===== src/rtl/game_pkg.sv =====
// game_pkg: screen geometry, lane rows and update-FSM encoding shared by the game datapath.
package game_pkg;
  localparam int TILE_SIZE = 32;
  localparam int H_VISIBLE_AREA = 640;
  localparam int V_VISIBLE_AREA = 480;
  localparam int C_LINE_1_Y = 96;
  localparam int C_LINE_2_Y = 192;
  localparam int C_LINE_3_Y = 288;
  localparam int C_LINE_4_Y = 384;
  localparam int STEP_W = 3;
  typedef enum logic {IDLE, UPDATE} lane_fsm_t;
endpackage


===== src/rtl/lane_mover.sv =====
// lane_mover: next car X after one step left or right, wrapped into [0, W-1].
module lane_mover import game_pkg::*; #(
  parameter int W = H_VISIBLE_AREA
) (
  input  logic [9:0]        x,
  input  logic [STEP_W-1:0] step,
  input  logic              rev,
  output logic [9:0]        next_x
);
  logic [10:0] t, l;
  always_comb begin
    t = {1'b0, x} + 11'(step);
    l = {1'b0, x} + 11'(W) - 11'(step);
    next_x = rev ? ((x < 10'(step)) ? l[9:0] : x - 10'(step))
                 : ((t >= 11'(W)) ? 10'(t - 11'(W)) : t[9:0]);
  end
endmodule


===== src/rtl/car_lane_controller.sv =====
// car_lane_controller: one vblank-timed motion sweep per frame, one lane per clock, for four car lanes.
module car_lane_controller import game_pkg::*; #(
  parameter int         BASE_STEP    = 1,
  parameter logic [3:0] LANE_REVERSE = 4'b1010,
  parameter int         LANE_DIV_0   = 1,
  parameter int         LANE_DIV_1   = 2,
  parameter int         LANE_DIV_2   = 1,
  parameter int         LANE_DIV_3   = 3,
  parameter int         CAR_INIT_X_0 = 0,
  parameter int         CAR_INIT_X_1 = 160,
  parameter int         CAR_INIT_X_2 = 320,
  parameter int         CAR_INIT_X_3 = 480
) (
  input  logic       i_Clk,
  input  logic       i_Rst,
  input  logic [9:0] i_H_Counter,
  input  logic [9:0] i_V_Counter,
  input  logic       i_Game_Active,
  input  logic [1:0] i_Level,
  input  logic       i_Level_Load,
  output logic [9:0] o_Car_1X_Position,
  output logic [9:0] o_Car_2X_Position,
  output logic [9:0] o_Car_3X_Position,
  output logic [9:0] o_Car_4X_Position,
  output logic [3:0] o_Reverse,
  output logic       o_Update_Busy
);
  localparam logic [3:0][3:0] LANE_DIV = {4'(LANE_DIV_3), 4'(LANE_DIV_2), 4'(LANE_DIV_1), 4'(LANE_DIV_0)};
  localparam logic [3:0][9:0] INIT_X = {10'(CAR_INIT_X_3), 10'(CAR_INIT_X_2), 10'(CAR_INIT_X_1), 10'(CAR_INIT_X_0)};
  lane_fsm_t state, state_nx;
  logic [1:0] lane;
  logic [STEP_W-1:0] step;
  logic [3:0][9:0] car_x;
  logic [3:0][3:0] div_cnt;
  logic raw, raw_q, raw_qq, tick, start, hit;
  logic [3:0] lim;
  logic [9:0] moved_x;
  assign raw = (i_V_Counter == 10'(V_VISIBLE_AREA)) && (i_H_Counter == '0);
  assign tick = raw_q && !raw_qq;
  assign start = (state == IDLE) && tick && i_Game_Active && !i_Level_Load;
  assign lim = (LANE_DIV[lane] == '0) ? 4'd1 : LANE_DIV[lane];
  assign hit = ({1'b0, div_cnt[lane]} + 5'd1) >= {1'b0, lim};
  lane_mover #(.W(H_VISIBLE_AREA)) u_mover (
    .x      (car_x[lane]),
    .step   (step),
    .rev    (LANE_REVERSE[lane]),
    .next_x (moved_x)
  );
  always_comb begin
    state_nx = state;
    if (i_Level_Load) state_nx = IDLE;
    else if (start) state_nx = UPDATE;
    else if (state == UPDATE && lane == 2'd3) state_nx = IDLE;
  end
  // load outranks everything, including a sweep already in progress
  always_ff @(posedge i_Clk or posedge i_Rst) begin
    if (i_Rst) begin
      state <= IDLE;
      lane <= '0;
      step <= '0;
      car_x <= INIT_X;
      div_cnt <= '0;
      raw_q <= 1'b0;
      raw_qq <= 1'b0;
    end else begin
      raw_q <= raw;
      raw_qq <= raw_q;
      state <= state_nx;
      if (i_Level_Load) begin
        car_x <= INIT_X;
        div_cnt <= '0;
        lane <= '0;
      end else if (start) begin
        step <= STEP_W'(BASE_STEP) + STEP_W'(i_Level);
        lane <= '0;
      end else if (state == UPDATE) begin
        div_cnt[lane] <= hit ? 4'd0 : div_cnt[lane] + 4'd1;
        if (hit) car_x[lane] <= moved_x;
        lane <= lane + 2'd1;
      end
    end
  end
  assign o_Car_1X_Position = car_x[0];
  assign o_Car_2X_Position = car_x[1];
  assign o_Car_3X_Position = car_x[2];
  assign o_Car_4X_Position = car_x[3];
  assign o_Reverse = LANE_REVERSE;
  assign o_Update_Busy = (state == UPDATE);
endmodule


===== config.mk =====
export PLATFORM = sky130hd
export DESIGN_NAME = car_lane_controller
export DESIGN_NICKNAME = d
export VERILOG_FILES = /design/src/rtl/game_pkg.sv /design/src/rtl/lane_mover.sv /design/src/rtl/car_lane_controller.sv
export SDC_FILE = /design/constraint.sdc
export NUM_CORES = 1
export LEC_CHECK = 0
export BUFFER_PORTS_ARGS = -buffer_cell sky130_fd_sc_hd__clkbuf_2
export CAP_MARGIN = 20
export CORE_MARGIN = 3
export CORE_UTILIZATION = 60
export CTS_CLUSTER_SIZE = 8
export DETAILED_ROUTE_END_ITERATION = 10
export GPL_TIMING_DRIVEN = 0
export PLACE_DENSITY_LB_ADDON = 0.25
export SYNTH_ARGS = -nofsm -noshare
export SYNTH_HDL_FRONTEND = slang
export SYNTH_SLANG_ARGS = --single-unit

===== constraint.sdc =====
create_clock -name i_Clk -period 10.7 [get_ports i_Clk]
set_input_delay 0.535 -clock i_Clk [delete_from_list [all_inputs] [get_ports i_Clk]]
set_output_delay 0.535 -clock i_Clk [all_outputs]
set_load 0.1 [all_outputs]

==> run metrics, run 1 <==
CTS H-tree lvls 3; share of power burned in registers 48.4%; CP max FO 10; Yosys cell types 65; Antenna Cells 0; Final Worst Setup Slack 6.12 ns; flop and latch count out of synthesis 64; Worst setup SP type flop; hold_ws 0.250 ns; RSZ-0062 raised after global routing false; # nets final 567; Switch Pwr 0.119 mW; setup_tns 0 ns; maximum VDD drop 104 uV; Fillers 509; PwrDens 100 nW/um^2; outcome completed; min Tclk post-route 4.58 ns; initial DRC count 431; r2r setup slk 6.12 ns; # IOs 71; first-pass GRT wire length 19400 um; Layout Skew 0.0109 ns; vias 3695; Seq/Total Area, Yosys 37.5%; core area 6870 um^2; RR Endpoint o_Car_4X_Position[8]; commonest non-fill, non-tap cell in the layout clkbuf_2; Worst Hold Class input pin to asynchronous set/reset pin; number of global-route vias before repair 3753; Total Power 0.500 mW; drt wl/cell 19.9 um; hpwl dp 8800 um; Post-Layout Cell Count 605; mean post-synth cell area 10.1 um^2; Starting Density 62.5%; Slew HR 43.3%; worst-margin pin slew 0.830 ns; mux share of post-synthesis cell area 9.00%; final hold vios 0; Logic pwr share 5.0%; ANT nets after route 0; GRT Util Overall 30.2%; largest net degree at the start of global routing 35; Design Area, Final 4990 um^2; CP Data Required Time 10.96 ns; Reg2Reg Depth 12; adder-cell area share of the yosys netlist 11.5%; R2R Path Start lane[0]; CTS tree done; placed insts 589; CP Capture Type flop; pre-CTS setup slack 6.18 ns; Final GP Congestion 0.932; FF+latch area 1610 um^2; Post-Route WL 12000 um; antenna violations before repair 0; input/output buffers 66; Pleak 2.30 nW; Root Driver clkbuf_8; Die ar. 8210 um^2; Layout area overhead 16.3%; cts hold-fix bufs 0; via/cell ratio 6.11; grt ovf 0; Most used DFF post-synth dfrtp_1; Die Ht 90.6 um; clock slew at reported path FFs 0.08 ns; clock network fraction of total power 46.5%; Worst-Skew Late Latency 0.35 ns; Synth Area in Compound Gates 17.9%; post-CTS resize count 0; clk sinks 64; largest family of logic cells by synthesized area compound AO/OA/AOI/OAI gates; CP arrival 4.83 ns; Pins Over Slew Limit 0; fmax 218 MHz; Switching Fraction 23.9%; Setup CP Type flop to flop; DIE WIDTH 90.6 um; layout cells sized above 1 25.3%; drt pass-1 iters 6; Synth Instances 424; Worst Setup EP o_Car_4X_Position[8]; P_int 0.380 mW; Multi-input gate area 2470 um^2; Num CTS Buffers 9; yosys warns 0; mapped cell area 4290 um^2; Clock Tree Buf Depth 2; Setup Viol. Count Final 0; final worst-path cycle share 42.8%; Remaining DRCs 0; EDFF count, synth 0; placed cell area 4770 um^2; Post-Synth Simple-Gate Area 15.4%; Row Count 30; most frequent cells in the layout 67 x clkbuf_2, 56 x dfrtp_1, 47 x nand2_1; buffer count from post-CTS setup fixing 0; area share of xor/xnor cells in the synthesized design 3.44%; Max-Cap Viols 0; fraction of registers with async set/reset 100%; final core utilization 72.7%; CP startpoint lane[0]
-- layout make-up --
class	instances	area share, %
plain buffers	18	2.23
clock buffers	9	2.48
clock inverters	7	1.93
inverters	28	2.11
multi-input cells	316	49.5
flip-flops and latches	64	32.3
well taps	96	2.41
repair buffers	67	7.02
-- routing by layer --
layer  global-route usage, %  share of wire, %  vias up  routed length [um]
li1                        -                 -     1690                   -
met1                    37.8                40     1817                4800
met2                    51.2                50      155                6050
met3                    6.50               7.2       33                 864
met4                    11.5               2.6        0                 318
met5                       0                 0        -                   0
-- Yosys cell counts, types with 6 or more instances --
master	n	area share [%]
inv_1	26	2.3
a22o_1	10	2.0
a21oi_1	19	2.2
mux4_2	11	5.8
and2_1	8	1.2
o21ai_0	27	3.1
xnor2_1	13	2.7
nand2b_1	9	1.3
nor3_1	6	0.70
dfstp_2	8	4.9
nor2_1	18	1.6
nor2b_1	7	1.0
ha_1	33	9.6
mux2i_1	6	1.4
nand2_1	47	4.1
nand3_1	10	1.2
clkbuf_1	6	0.52
dfrtp_1	56	33
o31ai_1	7	1.2
-- sequential cells by signal, indices dropped and copies added, names as in the netlist, 2 cells and up --
name,cells
div_cnt,16
lane,2
o_Car_1X_Position,10
o_Car_2X_Position,10
o_Car_3X_Position,10
o_Car_4X_Position,10
step,3
-- worst max-delay path, stage by stage, from the launching register on --
cell,delay (ns)
dfrtp_1,0.40
buf_6,0.20
clkbuf_1,0.49
mux4_2,0.62
ha_1,0.26
inv_1,0.09
fa_1,0.40
nand2b_1,0.17
a2111oi_0,0.77
o21ai_0,0.16
a41oi_1,0.30
mux2i_1,0.46
a211oi_1,0.15
-- worst min-delay path by stage --
stage,endpoint,cells after the start,slack [ns]
4_1_cts,div_cnt[5],2,0.28
5_1_grt,step[1],2,0.31
3_5_place_dp,raw_qq,0,0.37
2_1_floorplan,raw_qq,0,0.35
6_report,step[2],2,0.25
3_3_place_gp,raw_qq,0,0.36
-- power groups by stage --
stage,Clock (mW),Combinational (mW),Sequential [mW]
6_report,0.232,0.0252,0.242
5_1_grt,0.244,0.0274,0.242
4_1_cts,0.232,0.0253,0.242
3_5_place_dp,0,0.0253,0.246
3_3_place_gp,0,0.0235,0.247
2_1_floorplan,0,0.0156,0.246
-- cells by family (layout without fill, tap and decap cells) --
group                    Yosys count  in the layout
adder cells (fa/ha/maj)           37             37
AO/OA/AOI/OAI                    108            108
XOR/XNOR                          16             16
flip-flops                        64             64
AND/OR/NAND/NOR                  131            131
multiplexers                      20             20
other                              2              4
buffers and inverters             46            129
No activity file was read; power rests on OpenSTA's default activity.
==> run 2, diff against run 1 <==
- CORE_UTILIZATION: 60 -> 52
- clock period: 10.7 -> 4.2 ns (I/O delays scaled with it)
==> run metrics, run 2 (synthesized netlist as in run 1, its figures left out) <==
outcome completed; maximum VDD drop 183 uV; ANT nets after route 0; final core utilization 63.2%; pre-CTS setup slack -0.354 ns; Antenna Cells 0; CP Data Required Time 4.45 ns; Clock Tree Buf Depth 2; Layout area overhead 16.0%; Worst Hold Class input pin to flop; buffer count from post-CTS setup fixing 0; setup_tns 0 ns; Row Count 32; Num CTS Buffers 9; largest net degree at the start of global routing 45; CTS tree done; CP arrival 4.08 ns; RSZ-0062 raised after global routing false; clock slew at reported path FFs 0.08 ns; first-pass GRT wire length 18800 um; CP max stage cell a2111oi_2; Final GP Congestion 0.899; core area 7890 um^2; hold_ws 0.0464 ns; min Tclk post-route 3.84 ns; # nets final 567; Final Worst Setup Slack 0.364 ns; Most flops, register div_cnt; placed cell area 4780 um^2; # IOs 71; vias 3580; hpwl dp 8800 um; final worst-path cycle share 91.3%; Slew HR 38.6%; Starting Density 54.4%; GRT Util Overall 24.9%; drt pass-1 iters 4; grt ovf 0; Post-Route WL 11400 um; Worst-Skew Late Latency 0.35 ns; Pins Over Slew Limit 0; worst-margin pin slew 0.914 ns; clk sinks 64; CP Capture Type flop; Die Ht 96.9 um; fmax 261 MHz; input/output buffers 66; CP max FO 10; CTS H-tree lvls 3; commonest non-fill, non-tap cell in the layout clkbuf_2; max FFs per register 16; Setup Viol. Count Final 0; layout cells sized above 1 25.9%; most frequent cells in the layout 67 x clkbuf_2, 56 x dfrtp_1, 47 x nand2_1; Root Driver clkbuf_8; Die ar. 9380 um^2; number of global-route vias before repair 3655; via/cell ratio 5.86; drt wl/cell 18.6 um; initial DRC count 258; Max-Cap Viols 0; CP peak stage delay 0.47 ns; PwrDens 235 nW/um^2; antenna violations before repair 0; Worst setup SP type flop; Remaining DRCs 0; Pleak 2.29 nW; Design Area, Final 4980 um^2; Setup CP Type flop to flop; worst-path cell chain buf_6 > buf_2 > mux4_2 > ha_1 > inv_1 > fa_1 > nand2b_1 > a2111oi_2 > o21ai_0 > a41oi_1 > mux2i_2 > a211oi_1; Layout Skew 0.0114 ns; final hold vios 0; DIE WIDTH 96.9 um
-- run 2: cell count changes in the layout (fill, tap and decap cells not counted), moves of 2 or more --
cell	before	now
inv_6	0	2
clkinvlp_4	0	2
bufinv_16	2	0
clkinv_4	3	0
-- run 2: path summary, 6_finish.rpt --
path	end	slack, ns	startpoint	depth (start not counted)
min	step[0]	0.05	i_Level[0]	2
max reg2reg	o_Car_4X_Position[8]	0.36	lane[1]	12
max	o_Car_4X_Position[8]	0.36	lane[1]	12
min in group asynchronous	step[2]	0.41	i_Rst	3
min reg2reg	raw_qq	0.39	raw_q	0
max in group asynchronous	o_Car_4X_Position[7]	3.14	i_Rst	4
-- run 2: routing by layer --
| metal | GRT usage [%] | part of all wire, % |
|---|---|---|
| met1 | 32.6 | 43 |
| met5 | 0 | 0 |
| met4 | 7.45 | 1.5 |
| met2 | 42.1 | 50 |
| met3 | 4.76 | 5.0 |
-- run 2: repair_timing --
action | CTS | global route
gates cloned | 0 | 0
hold buffers | 1 | 0
gates resized for setup | 0 | 4
setup endpoints to repair | 12 | 7
hold endpoints to repair | 20 | 0
-- run 2: where the power goes --
group          leakage (nW)  internal [mW]  switching (mW)
Sequential            0.857          0.616     0.000000906
Clock                0.0891          0.232           0.258
Combinational          1.34         0.0184          0.0459
Total                  2.29          0.867           0.304
-- run 2: layout make-up --
cell class / instances / area [um^2]
Buffer: 17 / 108
Clock inverter: 6 / 42.5
Sequential cell: 64 / 1610
Multi-Input combinational cell: 316 / 2490
Tap cell: 102 / 128
Timing Repair Buffer: 68 / 360
Fill cell: 661 / 2910
Clock buffer: 10 / 138
Inverter: 28 / 105
-- run 2: through the flow --
stage          power [mW]  instances
6_report             1.17        611
5_1_grt              1.21        611
4_1_cts              1.18        611
3_5_place_dp        0.692        595
3_3_place_gp        0.688        594
2_1_floorplan       0.668        426
-- run 2: critical path: cells and delay by family, from the launching register on --
kind                       cells  cell delay, ns
AOI/OAI and AO/OA              4            1.11
adders and majority gates      2            0.65
buffers and inverters          3            0.57
DFF                            1            0.41
muxes                          2            0.83
and+or+nand+nor                1            0.18
==> run 3, diff against run 2 <==
- ABC_AREA: unset -> 1
==> run metrics, run 3 <==
Starting Density 54.0%; met2 routed WL 5270 um; Seq/Total Area, Yosys 36.2%; Final GP Congestion 0.907; Setup CP Type flop to flop; met3 routed WL 1210 um; number of global-route vias before repair 4057; RSZ-0062 raised after global routing false; antenna violations before repair 0; Yosys top cell by area dfrtp_1; CP startpoint lane[0]; Layout area overhead 15.6%; Most flops, register div_cnt; Most used DFF post-synth dfrtp_1; Switching Fraction 23.7%; Switch Pwr 0.281 mW; GRT Util Overall 25.5%; Worst Hold Class input pin to flop; CP max FO 10; via/cell ratio 5.54; initial DRC count 385; Pins Over Slew Limit 0; flop and latch count out of synthesis 64; WHS Path Cells 2; Top Metal Used met4; PwrDens 230 nW/um^2; Logic pwr share 5.5%; vias 4368; Yosys top cell area share 31.4%; input/output buffers 66; final worst-path cycle share 94.5%; drt pass-1 iters 5; grt ovf 0; Worst-Skew Late Latency 0.34 ns; Slew HR 62.8%; Reg2Reg Depth 20; CTS H-tree lvls 3; CP Data Required Time 4.43 ns; Post-Route WL 12000 um; largest net degree at the start of global routing 45; commonest non-fill, non-tap cell in the layout nand2_1; setup_tns 0 ns; outcome completed; Die Ht 98.6 um; # IOs 71; Row Count 33; hpwl dp 9330 um; M1 WL 5250 um; DIE WIDTH 98.6 um; Layout Skew 0.00414 ns; first-pass GRT wire length 19700 um; Yosys cell types 40; Multi-input gate area 2380 um^2; CTS tree done; Commonest cells post-synth 155 x nand2_1, 81 x inv_1, 56 x dfrtp_1; r2r setup slk 0.23 ns; ANT nets after route 0; R2R Path Start lane[0]; # nets final 741; mapped cell area 4460 um^2; yosys warns 0; maximum VDD drop 184 uV; hold_ws 0.0794 ns; CP Capture Type flop; Num CTS Buffers 9; min Tclk post-route 3.97 ns; Setup Viol. Count Final 0; Synth Instances 597; CP arrival 4.20 ns; worst-path cell chain buf_6 > buf_6 > buf_6 > buf_2 > clkbuf_4 > a21oi_1 > a32oi_1 > ha_1 > ha_1 > fa_1 > nand4_1 > nand3_1 > nand2_1 > nand3_1 > xnor2_1 > nand2_1 > nand3_1 > nand2_1 > nand2_1 > nand2_1; Fillers 735; Hold Path End step[0]; Remaining DRCs 0; buffer count from post-CTS setup fixing 0; Pleak 2.77 nW; synth top area cells dfrtp_1 31%, nand2_1 13%, ha_1 9.3%, inv_1 6.8%, dfstp_2 4.7%; layout cells sized above 1 21.1%; placed insts 771; clock network fraction of total power 42.5%; fmax 252 MHz; most frequent cell after synthesis nand2_1; Hold Startpoint i_Level[0]; Max-Cap Viols 0; CP peak stage delay 0.44 ns; Die ar. 9720 um^2; worst-margin pin slew 0.552 ns; Antenna Cells 0; clk sinks 64; critical path's most frequent cell nand2_1; Clock Tree Buf Depth 2; CP max stage cell fa_1; fraction of registers with async set/reset 100%; max FFs per register 16; Root Driver clkbuf_8; EDFF count, synth 0; share of power burned in registers 52.0%; RR Endpoint o_Car_2X_Position[9]; Post-Layout Cell Count 788; final hold vios 0; drt wl/cell 15.2 um; most frequent cells in the layout 155 x nand2_1, 80 x inv_1, 67 x clkbuf_2; FF+latch area 1610 um^2; P_int 0.906 mW; clock slew at reported path FFs 0.07 ns; core area 8260 um^2; mean post-synth cell area 7.47 um^2; Worst setup SP type flop
==> run 3: cell type report <==
type                    instances  area share (%)
inverters                      92            6.75
well taps                     105            2.55
flip-flops and latches         64            31.3
multi-input cells             424            46.2
clock buffers                  12            2.62
clock inverters                 4           0.874
plain buffers                  19            2.67
repair buffers                 68            7.00
==> run 3: timing repair <==
action	4_1_cts	5_1_grt
endpoints found under the setup margin	0	16
endpoints found under the hold margin	19	0
hold buffers	1	0
gates resized for setup	0	4
==> run 3: through the flow <==
stage	worst slack [ns]	area, um^2	util [%]	power, mW
5_1_grt	0.0123	5150	62.4	1.23
2_1_floorplan	0.920	4460	-	0.669
4_1_cts	0.189	5140	62.2	1.20
3_3_place_gp	0.268	4930	59.7	0.690
6_report	0.229	5150	62.4	1.19
3_5_place_dp	0.197	4950	59.9	0.693
==> run 3: routing by layer <==
layer | GRT usage [%] | vias up
met4 | 7.25 | 0
met1 | 35.3 | 2027
met2 | 40.1 | 240
met3 | 5.94 | 26
li1 | - | 2075
met5 | 0 | -
==> run 3: worst max-delay path by stage <==
stage | end | depth (start not counted)
floorplan | o_Car_4X_Position[9] | 20
global placement | o_Car_3X_Position[5] | 15
detailed placement | o_Car_3X_Position[5] | 15
CTS | o_Car_3X_Position[5] | 15
global route | o_Car_1X_Position[9] | 20
finish | o_Car_2X_Position[9] | 20
==> run 3: worst max-delay path: cells and delay by family (launching register included) <==
| kind | cells | cell delay, ns |
|---|---|---|
| adder cells (fa/ha/maj) | 3 | 1.03 |
| AO/OA/AOI/OAI | 2 | 0.42 |
| XOR/XNOR | 1 | 0.15 |
| flip-flops | 1 | 0.39 |
| buffers and inverters | 5 | 1.02 |
| AND/OR/NAND/NOR | 9 | 0.85 |
==> run 3: kinds of logic after synthesis <==
family                   after synthesis  share of synthesized area, %
AND/OR/NAND/NOR                      258                          24.8
AO/OA/AOI/OAI                        111                          14.3
buffers and inverters                111                          10.8
flip-flops                            64                          36.2
adder cells (fa/ha/maj)               37                          11.1
XOR/XNOR                              14                          2.75
other                                  2                         0.169
==> run 3: power groups by stage <==
stage	sequential [mW]	clock, mW	combinational [mW]
6_report	0.617	0.504	0.0656
5_1_grt	0.616	0.539	0.0720
4_1_cts	0.617	0.513	0.0662
3_5_place_dp	0.628	0	0.0654
3_3_place_gp	0.628	0	0.0616
2_1_floorplan	0.628	0	0.0410
